===== config.mk =====
export PLATFORM = sky130hd
export DESIGN_NAME = neuron_train_ctrl
export DESIGN_NICKNAME = d
export VERILOG_FILES = /design/src/rtl/neuron_train_ctrl.sv
export SDC_FILE = /design/constraint.sdc
export NUM_CORES = 1
export LEC_CHECK = 0
export ABC_AREA = 1
export CAP_MARGIN = 15
export CORE_MARGIN = 2
export CORE_UTILIZATION = 55
export DETAILED_ROUTE_END_ITERATION = 7
export HOLD_SLACK_MARGIN = 0.15
export PLACE_DENSITY = 0.81
export REMOVE_ABC_BUFFERS = 1
export SLEW_MARGIN = 40
export SYNTH_ARGS = -nofsm -noshare
export SYNTH_HDL_FRONTEND = slang
export SYNTH_SLANG_ARGS = --single-unit
export TNS_END_PERCENT = 20

===== constraint.sdc =====
create_clock -name clock -period 15.9 [get_ports clock]
set_input_delay 3.18 -clock clock [delete_from_list [all_inputs] [get_ports clock]]
set_output_delay 3.18 -clock clock [all_outputs]
set_load 0.05 [all_outputs]

===== src/rtl/neuron_train_ctrl.sv =====
// neuron_train_ctrl: scrambles a neuron, then runs eval/learn epochs over a
// small sample buffer until the summed error drops below threshold or the limit.
module neuron_train_ctrl #(
   parameter int N               = 16,
   parameter int DEPTH           = 8,
   parameter int SCRAMBLE_CYCLES = 32,
   parameter int EPOCH_W         = 8,
   parameter int ZW              = 8,
   localparam int AW             = $clog2(DEPTH),
   localparam int EW             = ZW + AW
) (
   input  logic                   clock,
   input  logic                   reset_n,
   input  logic                   wr_en,
   input  logic [AW-1:0]          wr_addr,
   input  logic [N-1:0][ZW-1:0]   wr_in,
   input  logic [ZW-1:0]          wr_expected,
   input  logic                   start,
   input  logic                   abort,
   input  logic [AW:0]            sample_count,
   input  logic [EPOCH_W-1:0]     max_epochs,
   input  logic [EW-1:0]          err_threshold,
   output logic                   busy,
   output logic                   done,
   output logic                   converged,
   output logic [EPOCH_W-1:0]     epoch_count,
   output logic [EW-1:0]          epoch_error,
   output logic                   nrn_valid,
   output logic                   nrn_learn,
   output logic [N-1:0][ZW-1:0]   nrn_in,
   output logic [ZW-1:0]          nrn_expected,
   input  logic [ZW-1:0]          nrn_out
);

   localparam int SW = $clog2(SCRAMBLE_CYCLES + 1);
   localparam logic [SW-1:0] SC_LAST = SW'(SCRAMBLE_CYCLES - 1);
   localparam logic [AW:0]   DEPTH_C = (AW+1)'(DEPTH);

   typedef enum logic [2:0] {
      S_IDLE, S_SCRAMBLE, S_EVAL, S_LEARN, S_NEXT, S_FINISH
   } state_t;

   state_t                r_state, w_state_n;
   logic [SW-1:0]         r_scr;
   logic [AW-1:0]         r_idx;
   logic [EW-1:0]         r_acc;
   logic [AW:0]           r_count;
   logic [EPOCH_W-1:0]    r_max;
   logic [EW-1:0]         r_thr;
   logic [EPOCH_W-1:0]    r_epoch;
   logic [EW-1:0]         r_err;
   logic                  r_conv;

   logic [N-1:0][ZW-1:0]  r_buf_in  [DEPTH];
   logic [ZW-1:0]         r_buf_exp [DEPTH];

   logic                  w_start_ok;
   logic                  w_last;
   logic                  w_ep_last;
   logic                  w_conv;
   logic [ZW-1:0]         w_diff;
   logic [EW:0]           w_sum;
   logic [EW-1:0]         w_acc_n;
   logic [AW-1:0]         w_sel;

   assign w_start_ok = start && (sample_count != '0) &&
                       (sample_count <= DEPTH_C) && (max_epochs != '0);
   assign w_last     = ({1'b0, r_idx} + 1'b1) == r_count;
   assign w_ep_last  = (r_epoch + 1'b1) == r_max;
   assign w_conv     = r_acc <= r_thr;
   assign w_diff     = (nrn_expected >= nrn_out) ? nrn_expected - nrn_out
                                                 : nrn_out - nrn_expected;
   assign w_sum      = {1'b0, r_acc} + {{(EW+1-ZW){1'b0}}, w_diff};
   assign w_acc_n    = w_sum[EW] ? '1 : w_sum[EW-1:0];

   always_ff @(posedge clock) begin
      if (wr_en && r_state == S_IDLE) begin
         r_buf_in[wr_addr]  <= wr_in;
         r_buf_exp[wr_addr] <= wr_expected;
      end
   end

   // idx may be stale after an abort, so IDLE forces entry 0
   assign w_sel        = (r_state == S_IDLE || r_state == S_SCRAMBLE) ? '0 : r_idx;
   assign nrn_in       = r_buf_in[w_sel];
   assign nrn_expected = r_buf_exp[w_sel];

   always_ff @(posedge clock or negedge reset_n) begin
      if (!reset_n) r_state <= S_IDLE;
      else          r_state <= w_state_n;
   end

   always_comb begin
      w_state_n = r_state;
      unique case (r_state)
         S_IDLE:     if (w_start_ok) w_state_n = S_SCRAMBLE;
         S_SCRAMBLE: if (abort) w_state_n = S_FINISH;
                     else if (r_scr == SC_LAST) w_state_n = S_EVAL;
         S_EVAL:     w_state_n = abort ? S_FINISH : S_LEARN;
         S_LEARN:    w_state_n = abort ? S_FINISH : S_NEXT;
         S_NEXT:     if (abort) w_state_n = S_FINISH;
                     else if (!w_last) w_state_n = S_EVAL;
                     else if (w_conv || w_ep_last) w_state_n = S_FINISH;
                     else w_state_n = S_EVAL;
         S_FINISH:   w_state_n = S_IDLE;
         default:    w_state_n = S_IDLE;
      endcase
   end

   always_ff @(posedge clock or negedge reset_n) begin
      if (!reset_n) begin
         r_scr   <= '0;
         r_idx   <= '0;
         r_acc   <= '0;
         r_count <= '0;
         r_max   <= '0;
         r_thr   <= '0;
         r_epoch <= '0;
         r_err   <= '0;
         r_conv  <= 1'b0;
      end else begin
         unique case (r_state)
            S_IDLE: if (w_start_ok) begin
               r_count <= sample_count;
               r_max   <= max_epochs;
               r_thr   <= err_threshold;
               r_epoch <= '0;
               r_idx   <= '0;
               r_acc   <= '0;
               r_conv  <= 1'b0;
               r_scr   <= '0;
            end
            S_SCRAMBLE: r_scr <= r_scr + 1'b1;
            S_EVAL:     r_acc <= w_acc_n;
            S_NEXT: begin
               if (w_last) begin
                  r_err   <= r_acc;
                  r_epoch <= r_epoch + 1'b1;
                  r_acc   <= '0;
                  r_idx   <= '0;
                  if (w_conv && !abort) r_conv <= 1'b1;
               end else begin
                  r_idx <= r_idx + 1'b1;
               end
            end
            default: ;
         endcase
      end
   end

   assign busy        = r_state != S_IDLE;
   assign done        = r_state == S_FINISH;
   assign converged   = r_conv;
   assign epoch_count = r_epoch;
   assign epoch_error = r_err;
   assign nrn_valid   = r_state != S_SCRAMBLE;
   assign nrn_learn   = (r_state == S_LEARN) && !abort;

endmodule


## Yosys cells after proc, flatten, opt, wreduce, memory -nomap -nowiden

Memory sizes are Yosys's and may differ from the RTL's.
Cells that the tools add are included.

| word-level totals | value |
|---|---|
| flip-flop bits (word level) | 66 |
| latch bits | 0 |
| bits in writable memories | 1088 |
| memory bits (read-only) | 0 |
| input port bits | 175 |
| output and inout bits | 160 |
| logic and storage cells | 88 |
| memories | 2 |

Memory list:

| name | words | bits a word | rd ports | clocked after Yosys merged registers in | write ports | line | source |
|---|---|---|---|---|---|---|---|
| r_buf_in | 8 | 128 | 1 | 0 | 1 | 54 | `logic [N-1:0][ZW-1:0] r_buf_in [DEPTH];` |
| r_buf_exp | 8 | 8 | 1 | 0 | 1 | 55 | `logic [ZW-1:0] r_buf_exp [DEPTH];` |

| cells by class | value |
|---|---|
| $add $sub $neg | 7 |
| multipliers | 0 |
| divide/modulo/power cells | 0 |
| $lt $le $gt $ge | 3 |
| eq/ne operators | 13 |
| shifts and indexed selects | 0 |
| muxes and demuxes | 29 |
| bitwise operators | 0 |
| reductions and logical operators | 24 |

Operators by type and width:

| kind | count |
|---|---|
| 11-bit 2-to-1 mux | 3 |
| 11-bit one-hot mux with 3 select lines | 1 |
| 3-bit 2-to-1 mux | 10 |
| 8-bit 2-to-1 mux | 3 |
| 8-bit one-hot mux with 2 select lines | 1 |
| 8-bit subtractor | 2 |
| 3-bit one-hot mux with 5 select lines | 1 |
| 11-bit by 8-bit adder with 12-bit output | 1 |
| 6-bit one-hot mux with 2 select lines | 1 |
| 11-bit less-or-equal comparator | 1 |
| 2-bit AND reduction | 5 |
| 8-bit by 1-bit adder with 8-bit output, second input constant | 1 |
| 8-bit equality test | 1 |
| 8-bit >= comparator | 1 |
| 8-bit nonzero test | 1 |
| 6-bit by 1-bit adder with 6-bit output, second input constant | 1 |
| 3-bit by 2-bit equality test with 1-bit output, second input constant | 2 |
| 3-bit equality test, second input constant | 2 |
| 6-bit by 5-bit equality test with 1-bit output, second input constant | 1 |
| 1-bit logical AND | 6 |
| 1-bit 2-to-1 mux | 6 |
| 6-bit 2-to-1 mux | 1 |
| 2-bit != test, second input constant | 3 |
| 3-bit one-hot mux with 2 select lines | 1 |
| other kinds (16) | 20 |

## Logic depth before layout (Yosys ltp)

Gate-level depths: netlist of run 1.
An unclocked memory read counts as a cell.

| logic depth | value |
|---|---|
| depth in word-level cells | 9 |
| depth in mapped cells | 38 |
| depth with buffers taken out | 35 |

## Worst setup path before layout of run 1

OpenSTA, ideal clock, no wires.

| path | value |
|---|---|
| path type | input -> register |
| start | input wr_en |
| end | memory r_buf_exp[0][0], enable pin |
| library setup time | 633 ps |
| arrival time | 9084 ps |
| required time | 15267 ps |
| path slack | 6183 ps |
| stages on the path | 4 |
| path buffers | 0 |
| cells stage by stage | inv_1 -> nor2_1 -> nand2_1 -> nor2_1 |

| on the way | value |
|---|---|
| word-level cells in the longest chain between the ends | 3 |

Ends and longest elaborated chain:

| element | line | source |
|---|---|---|
| start, declared | 14 | `input logic wr_en,` |
| 1-bit logical AND | 77 | `if (wr_en && r_state == S_IDLE) begin` |
| 1-bit 2-to-1 mux | 77 |  |
| 1-bit 2-to-1 mux (implied by the code) | 79 | `r_buf_exp[wr_addr] <= wr_expected;` |
| end, declared | 55 |  |

Every way passes these cells.

==> results of run 1 <==
final timing paths:
path	startpoint	endpoint	slack, ps	cells after the start
max	r_state[2]	nrn_in[90]	7210	13
min	epoch_error[5]	epoch_error[5]	490	2
max reg2reg	r_state[2]	r_acc[2]	8910	30
min reg2reg	epoch_error[5]	epoch_error[5]	490	2
max in group asynchronous	reset_n	r_idx[0]	12820	2
min in group asynchronous	reset_n	r_max[6]	2600	2
through the flow:
step	power, mW	instance area, µm²	util, %	hold slack (ps)
after global routing	10.90	54820	65.40	503.4
after floorplan	6.625	45560	-	445.9
after global placement	7.723	50730	60.52	469.8
after detailed placement	7.809	51000	60.85	473.7
final	10.42	54830	65.41	487.4
after CTS	10.44	54710	65.27	487.9
cells by family (layout without fill, tap and decap cells):
family	after synthesis	in the layout	synth area share [%]
AND/OR/NAND/NOR	1385	1385	12.00
flip-flops	1154	1154	73.64
AO/OA/AOI/OAI	754	754	9.600
buffers and inverters	341	713	3.246
adder cells (fa/ha/maj)	40	40	1.122
XOR/XNOR	17	17	0.3194
multiplexers	3	3	0.06979
other	0	8	0
layout by cell type (no fill, tap or decap), drive strengths merged, types with 2 or more instances in the layout:
| master | Yosys | final |
|---|---|---|
| a32o | 130 | 130 |
| diode | 0 | 8 |
| nand3 | 48 | 48 |
| nor4 | 2 | 2 |
| nor3 | 171 | 171 |
| clkbuf | 88 | 137 |
| dfrtp | 66 | 66 |
| ha | 37 | 37 |
| or2 | 11 | 11 |
| xor2 | 11 | 11 |
| o22ai | 11 | 11 |
| edfxtp | 1088 | 1088 |
| clkinv | 2 | 57 |
| bufinv | 0 | 12 |
| inv | 121 | 122 |
| nand2 | 573 | 573 |
| mux2 | 2 | 2 |
| o221ai | 4 | 4 |
| clkinvlp | 0 | 6 |
| fa | 3 | 3 |
| xnor2 | 6 | 6 |
| a21oi | 282 | 282 |
| buf | 130 | 46 |
| clkdlybuf4s50 | 0 | 333 |
| a21o | 2 | 2 |
| o21ai | 319 | 319 |
| nand4 | 8 | 8 |
| nor2 | 569 | 569 |
routing by layer:
| layer | part of all wire, % | vias up |
|---|---|---|
| met5 | 0.087 | - |
| met4 | 2.6 | 16 |
| met3 | 8.0 | 216 |
| met2 | 49 | 1256 |
| met1 | 40 | 14864 |
| li1 | - | 13899 |
flip-flops by register name, indices dropped and copies added (netlist names), 3 cells and up:
signal,count
epoch_count,8
r_buf_exp,64
r_thr,11
r_acc,11
r_buf_in,1024
r_idx,3
epoch_error,11
r_scr,6
r_max,8
r_state,3
r_count,4
final cells by class:
| class | count | area [µm²] |
|---|---|---|
| Tap cell | 1134 | 1419 |
| Timing Repair Buffer | 379 | 4041 |
| Antenna cell | 8 | 20.02 |
| Sequential cell | 1154 | 34330 |
| Multi-Input combinational cell | 2199 | 10840 |
| Clock buffer | 137 | 2897 |
| Fill cell | 5844 | 28990 |
| Clock inverter | 74 | 808.3 |
| Inverter | 123 | 481.7 |
report_power, final:
part           switching (mW)  leakage (nW)  total [mW]  internal (mW)
registers              0.0813          10.7        3.59           3.51
clock network            1.12          1.78        2.62           1.50
logic                    2.91          6.36        4.20           1.30
total                    4.11          18.8        10.4           6.31
worst register-to-register path, delay by kind of cell, from the launching register on:
kind	cells	cell delay, ps
muxes	1	290
AOI/OAI and AO/OA	10	1920
DFF	1	440
xor gates and xnor gates	1	200
buffers and inverters	6	1690
adders and majority gates	3	1020
and+or+nand+nor	9	1300
==> metrics.md, run 1 <==
| Metric | Value |
|---|---|
| Run status | finished clean |
| Mean area per synthesized cell | ~13 µm² |
| Worst Path Max Fanout | ~140 |
| Skew-Pair Late Insertion Delay | 710 ps |
| Final worst setup slack | 7211 ps |
| Max incr delay on CP | 880 ps |
| Routed via count | approximately 30000 |
| Gr usage total | 24.57% |
| Main flop type after synthesis | edfxtp_1 |
| Number of cell rows | 106 |
| Clock sink total | 1154 |
| Area added between synthesis and finish | 17.64% |
| Floorplan core area | 83820 µm² |
| Initial antenna violation count | 13 |
| Clock tree from TritonCTS | done |
| Cell area power density | between 150 and 200 nW/µm² |
| Final critical delay including setup and external delays | 8689 ps |
| Leading cell types by count after synthesis | edfxtp_1 (1088), nand2_1 (572), nor2_1 (565), o21ai_0 (283), a21oi_1 (282) |
| Clock-pin slew of the registers on the worst-case setup and hold paths | 60 ps |
| Number of enable-type register cells in the synthesized netlist | 1088 |
| Yosys warns | 0 |
| Crit-path cells | inv_1 > nand3_2 > nand2_8 > nor2_4 > buf_4 > buf_6 > buf_12 > buf_16 > o21ai_0 > o21ai_0 > nor2_1 > a21oi_1 > clkdlybuf4s50_1 |
| Initial cell density of the core | 55.61% |
| Crit share post-route | 54.65% |
| Global-route track usage on met2 | 40.99% |
| Number of buffer and inverter instances along the worst setup path | 6 |
| Number of I/O port buffers | 334 |
| Die Span X | 295.1 µm |
| Number of DRC markers in iteration 0 | 2670 |
| Cell with the largest stage delay on the worst path | clkdlybuf4s50_1 |
| Number of placed cells counting well taps | between 4000 and 5000 |
| Height of the chip | 295.1 µm |
| Routability congestion estimate from global placement | about 0.86 |
| Flop and latch count out of synthesis | 1154 |
| Setup TNS | 0 ps |
| CP Class | reg2out |
| Met1 Use GR | 32.68% |
| Total Die Area | 87090 µm² |
| Relative slew margins | 43.17% |
| Cell at the root of the clock tree | clkbuf_16 |
| WP data arrival | 5510 ps |
| Total routed wirelength | 108600 µm |
| Number of standard cells in the final layout excluding fillers | 5208 |
| Mean number of vias per cell | 5.809 |
| Sequential fraction of the synthesis area | 73.64% |
| Deepest clock path buffer count | 3 |
| Unique cell type count in the Yosys netlist | 44 |
| Residual overflow from global routing | 0 |
| Global-route met3 utilization | 4.999% |
| NumNets Final | 4184 |
| Pin count of the biggest net entering global routing | 199 |
| Remaining antenna violation count | 0 |
| Max Cap Viol | 0 |
| Global-route wire length before repair | 165500 µm |
| Library cell occupying the most area in the post-synthesis netlist | edfxtp_1 |
| Critical path required time | around 13000 ps |
| Routed WL per cell | 20.86 µm |
| Capturing element type of the critical path | output port |
| Top achievable clock speed | 0.1151 GHz |
| Number of buffers created by CTS | 112 |
| Vias in the first global route | 29732 |
| Detailed-placement wirelength estimate | ~58000 µm |
| Setup Fix Bufs, Post-CTS | 0 |
| Length of the first detailed-routing pass in iterations | 6 |
| Worst setup timing slack at the placement stage | 8040 ps |
| Share of the synthesized area in the top cell type | 70.10% |
| Cell repeated most along the worst path | o21ai_0 |
| Top post-synthesis cells by area | edfxtp_1 (70%), nand2_1 (4.6%), nor2_1 (4.6%) |
| Setup repair after global routing missed its margin | false |
| Transition time of the tightest slew-check pin | about 850 ps |
| Total count of max-transition violations in the final report | 0 |
| Maximum vdd ir drop | just under 0.0002 V |
| P_leak | 18.82 nW |
| Syn Std Cell Area | 46610 µm² |
| Cell count after synthesis | 3694 |
| Gates resized, CTS repair | 0 |
| Num ports | 335 |
| Remaining design rule violation count | 0 |
| Hold-fix buffers at CTS | 0 |
| Proportion of layout cells with a drive suffix above 1 | 5.853% |
| Final worst clock skew | between 50 and 60 ps |
| Share of async-settable or async-resettable flops after synthesis | between 5 and 6% |
| Family with the most delay on the worst path | buffers and inverters |
| Min-delay worst type | reg2reg |
| Total number of H-tree levels | 3 |
| Final number of hold-violating endpoints | 0 |
| Startpoint types | register |
| Most numerous cell in the Yosys netlist | edfxtp_1 |
| Number of setup violations in the final report | 0 |
| Most congested layer reported by global routing | met2 |
No activity file was read; power rests on OpenSTA's default activity.
==> run 2, diff against run 1 <==
==> constraint.sdc (replaced) <==
create_clock -name clock -period 8.2 [get_ports clock]
set_input_delay 1.64 -clock clock [delete_from_list [all_inputs] [get_ports clock]]
set_output_delay 1.64 -clock clock [all_outputs]
set_load 0.05 [all_outputs]
==> run 2 against run 1 <==
Net effect:
- critical path depth is 1 lower
- flip-flop and latch count stayed put
- global-route usage is 0.16 points lower
- cell area hardly changed
- die area stayed put
- count of clock-buffer cells in the layout is 14 lower
==> metrics.md, run 2 (synthesis results as in run 1) <==
| Metric | Value |
|---|---|
| Number of I/O port buffers | 334 (unchanged) |
| Number of cell rows | 106 (unchanged) |
| Clock tree from TritonCTS | done (unchanged) |
| Routed WL per cell | 20.86 µm (about the same) |
| Maximum vdd ir drop | 0.0003576 V (was 0.0001980 V) |
| Crit share post-route | approximately 83% |
| Setup Fix Bufs, Post-CTS | 0 (unchanged) |
| Cell repeated most along the worst path | nor3_1 (was o21ai_0) |
| Height of the chip | 295.1 µm (unchanged) |
| Max incr delay on CP | 920 ps (was 880 ps) |
| Design Power | 20.26 mW (was 10.42 mW) |
| Top achievable clock speed | 0.1476 GHz |
| Remaining antenna violation count | 0 (unchanged) |
| Initial cell density of the core | 55.61% (unchanged) |
| Worst Path Max Fanout | 169 (was 137) |
| Flip-flop count of the largest register, all copies and words added | 1024 (unchanged) |
| Number of placed cells counting well taps | 4986 (was 4985) |
| Final worst clock skew | 54.99 ps (was 51.72 ps) |
| Total number of H-tree levels | 3 (unchanged) |
| Num ports | 335 (unchanged) |
| Final critical delay including setup and external delays | 6773 ps |
| Global-route wire length before repair | 164100 µm (was 165500 µm) |
| Routability congestion estimate from global placement | 0.8781 (was 0.8630) |
| Critical path required time | 6560 ps (was 12720 ps) |
| Deepest clock path buffer count | 3 (unchanged) |
| Relative slew margins | 41.02% (was 43.17%) |
| Residual overflow from global routing | 0 (unchanged) |
| Number of setup violations in the final report | 0 (unchanged) |
| Total count of max-transition violations in the final report | 0 (unchanged) |
| Detailed-placement wirelength estimate | 57050 µm (was 57640 µm) |
| NumNets Final | 4182 (was 4184) |
| Area added between synthesis and finish | 17.68% (was 17.64%) |
| Crit-path cells | inv_1 > nand3_2 > nand2_8 > nor2_8 > inv_12 > buf_12 > buf_16 > nor2_1 > nor3_1 > nor3_1 > a21oi_1 > clkdlybuf4s50_1 (was inv_1 > nand3_2 > nand2_8 > nor2_4 > buf_4 > buf_6 > buf_12 > buf_16 > o21ai_0 > o21ai_0 > nor2_1 > a21oi_1 > clkdlybuf4s50_1) |
| Remaining design rule violation count | 0 (unchanged) |
| Most used cells in the layout excluding fill and tap cells | edfxtp_1 (1088), nand2_1 (572), nor2_1 (556), clkdlybuf4s50_1 (333), o21ai_0 (283) (unchanged) |
| Gates resized, CTS repair | 0 (unchanged) |
| Final number of hold-violating endpoints | 0 (unchanged) |
| Setup TNS | 0 ps (unchanged) |
| Pin count of the biggest net entering global routing | 170 (was 199) |
| Run status | finished clean (unchanged) |
| P_leak | 18.84 nW (was 18.82 nW) |
| Floorplan core area | 83820 µm² (unchanged) |
| Most congested layer reported by global routing | met2 (unchanged) |
| Max Cap Viol | 0 (unchanged) |
| Clock sink total | 1154 (unchanged) |
| Vias in the first global route | 29356 (was 29732) |
| Routed via count | 30253 (was 30251) |
| Commonest non-fill, non-tap cell in the layout | edfxtp_1 (unchanged) |
| Total Die Area | 87090 µm² (unchanged) |
| Cell area power density | 369.4 nW/µm² (was 190.0 nW/µm²) |
| Number of standard cells in the final layout excluding fillers | 5204 (was 5208) |
| Proportion of layout cells with a drive suffix above 1 | 6.131% (was 5.853%) |
| Clock-pin slew of the registers on the worst-case setup and hold paths | 60 ps (about the same) |
| Gr usage total | 24.41% (was 24.57%) |
| Min-delay worst type | reg2reg (unchanged) |
| WP data arrival | 5130 ps (was 5510 ps) |
| Startpoint types | register (unchanged) |
| Skew-Pair Late Insertion Delay | 720 ps (was 710 ps) |
| Global-route met3 utilization | 5.834% (was 4.999%) |
| Number of DRC markers in iteration 0 | 3054 (was 2670) |
| Transition time of the tightest slew-check pin | 884.7 ps (was 852.5 ps) |
| Cell at the root of the clock tree | clkbuf_16 (unchanged) |
| Cell with the largest stage delay on the worst path | clkdlybuf4s50_1 (unchanged) |
| Largest regs | r_buf_in: 1024 flops, r_buf_exp: 64 flops (unchanged) |
| Met1 Use GR | 32.65% (was 32.68%) |
| Mean number of vias per cell | 5.813 (was 5.809) |
| Final hold slack | 483.6 ps (was 487.4 ps) |
| Setup repair after global routing missed its margin | false (unchanged) |
| Hold-fix buffers at CTS | 0 (unchanged) |
| Initial antenna violation count | 21 (was 13) |
| Global-route track usage on met2 | 39.40% (was 40.99%) |
| CP Class | reg2out (unchanged) |
| Total routed wirelength | 108500 µm (was 108600 µm) |
| Number of buffers created by CTS | 111 (was 112) |
| Largest reg by FF count | r_buf_in (unchanged) |
| Die Span X | 295.1 µm (unchanged) |
| Capturing element type of the critical path | output port (unchanged) |
| Length of the first detailed-routing pass in iterations | 5 (was 6) |
[run 2: critical path: cells and delay by family (launching register included)]
family,cells,cell delay (ps)
AOI/OAI and AO/OA,1,160
DFF,1,440
buffers and inverters,5,2460
and+or+nand+nor,6,1130
[run 2: final timing paths]
path / start / endpoint / slack [ps] / cells past startpoint
max: r_state[2] / nrn_in[38] / 1430 / 12
min: epoch_error[0] / epoch_error[0] / 480 / 2
max in group asynchronous: reset_n / r_idx[0] / 6670 / 2
min in group asynchronous: reset_n / r_max[6] / 1060 / 2
max reg2reg: r_idx[0] / r_acc[2] / 1830 / 27
min reg2reg: epoch_error[0] / epoch_error[0] / 480 / 2
[run 2: where the power goes]
group	switching, mW	internal (mW)
Clock	2.21	2.91
Sequential	0.159	6.81
Combinational	5.64	2.53
Total	8.01	12.3
[run 2: layout make-up]
type	instances	area, µm²
clock buffer	123	2823
multi-input combinational	2199	10840
timing repair buffer	378	4031
clock inverter	84	903.4
inverter	123	481.7
sequential	1154	34330
tap	1134	1419
fill	5817	28970
antenna	9	22.52
[run 2: through the flow]
step	area, µm²	util, %	setup slack, ps
finish	54850	65.44	1427
global route	54840	65.43	1172
CTS	54770	65.34	1315
detailed placement	51040	60.90	1401
global placement	50830	60.64	1627
floorplan	45560	-	-6623
[run 2: layer usage]
layer / vias up / part of all wire, %
met2: 1299 / 48
met1: 14787 / 40
met5: - / 0.16
li1: 13882 / -
met3: 257 / 9.1
met4: 28 / 2.9
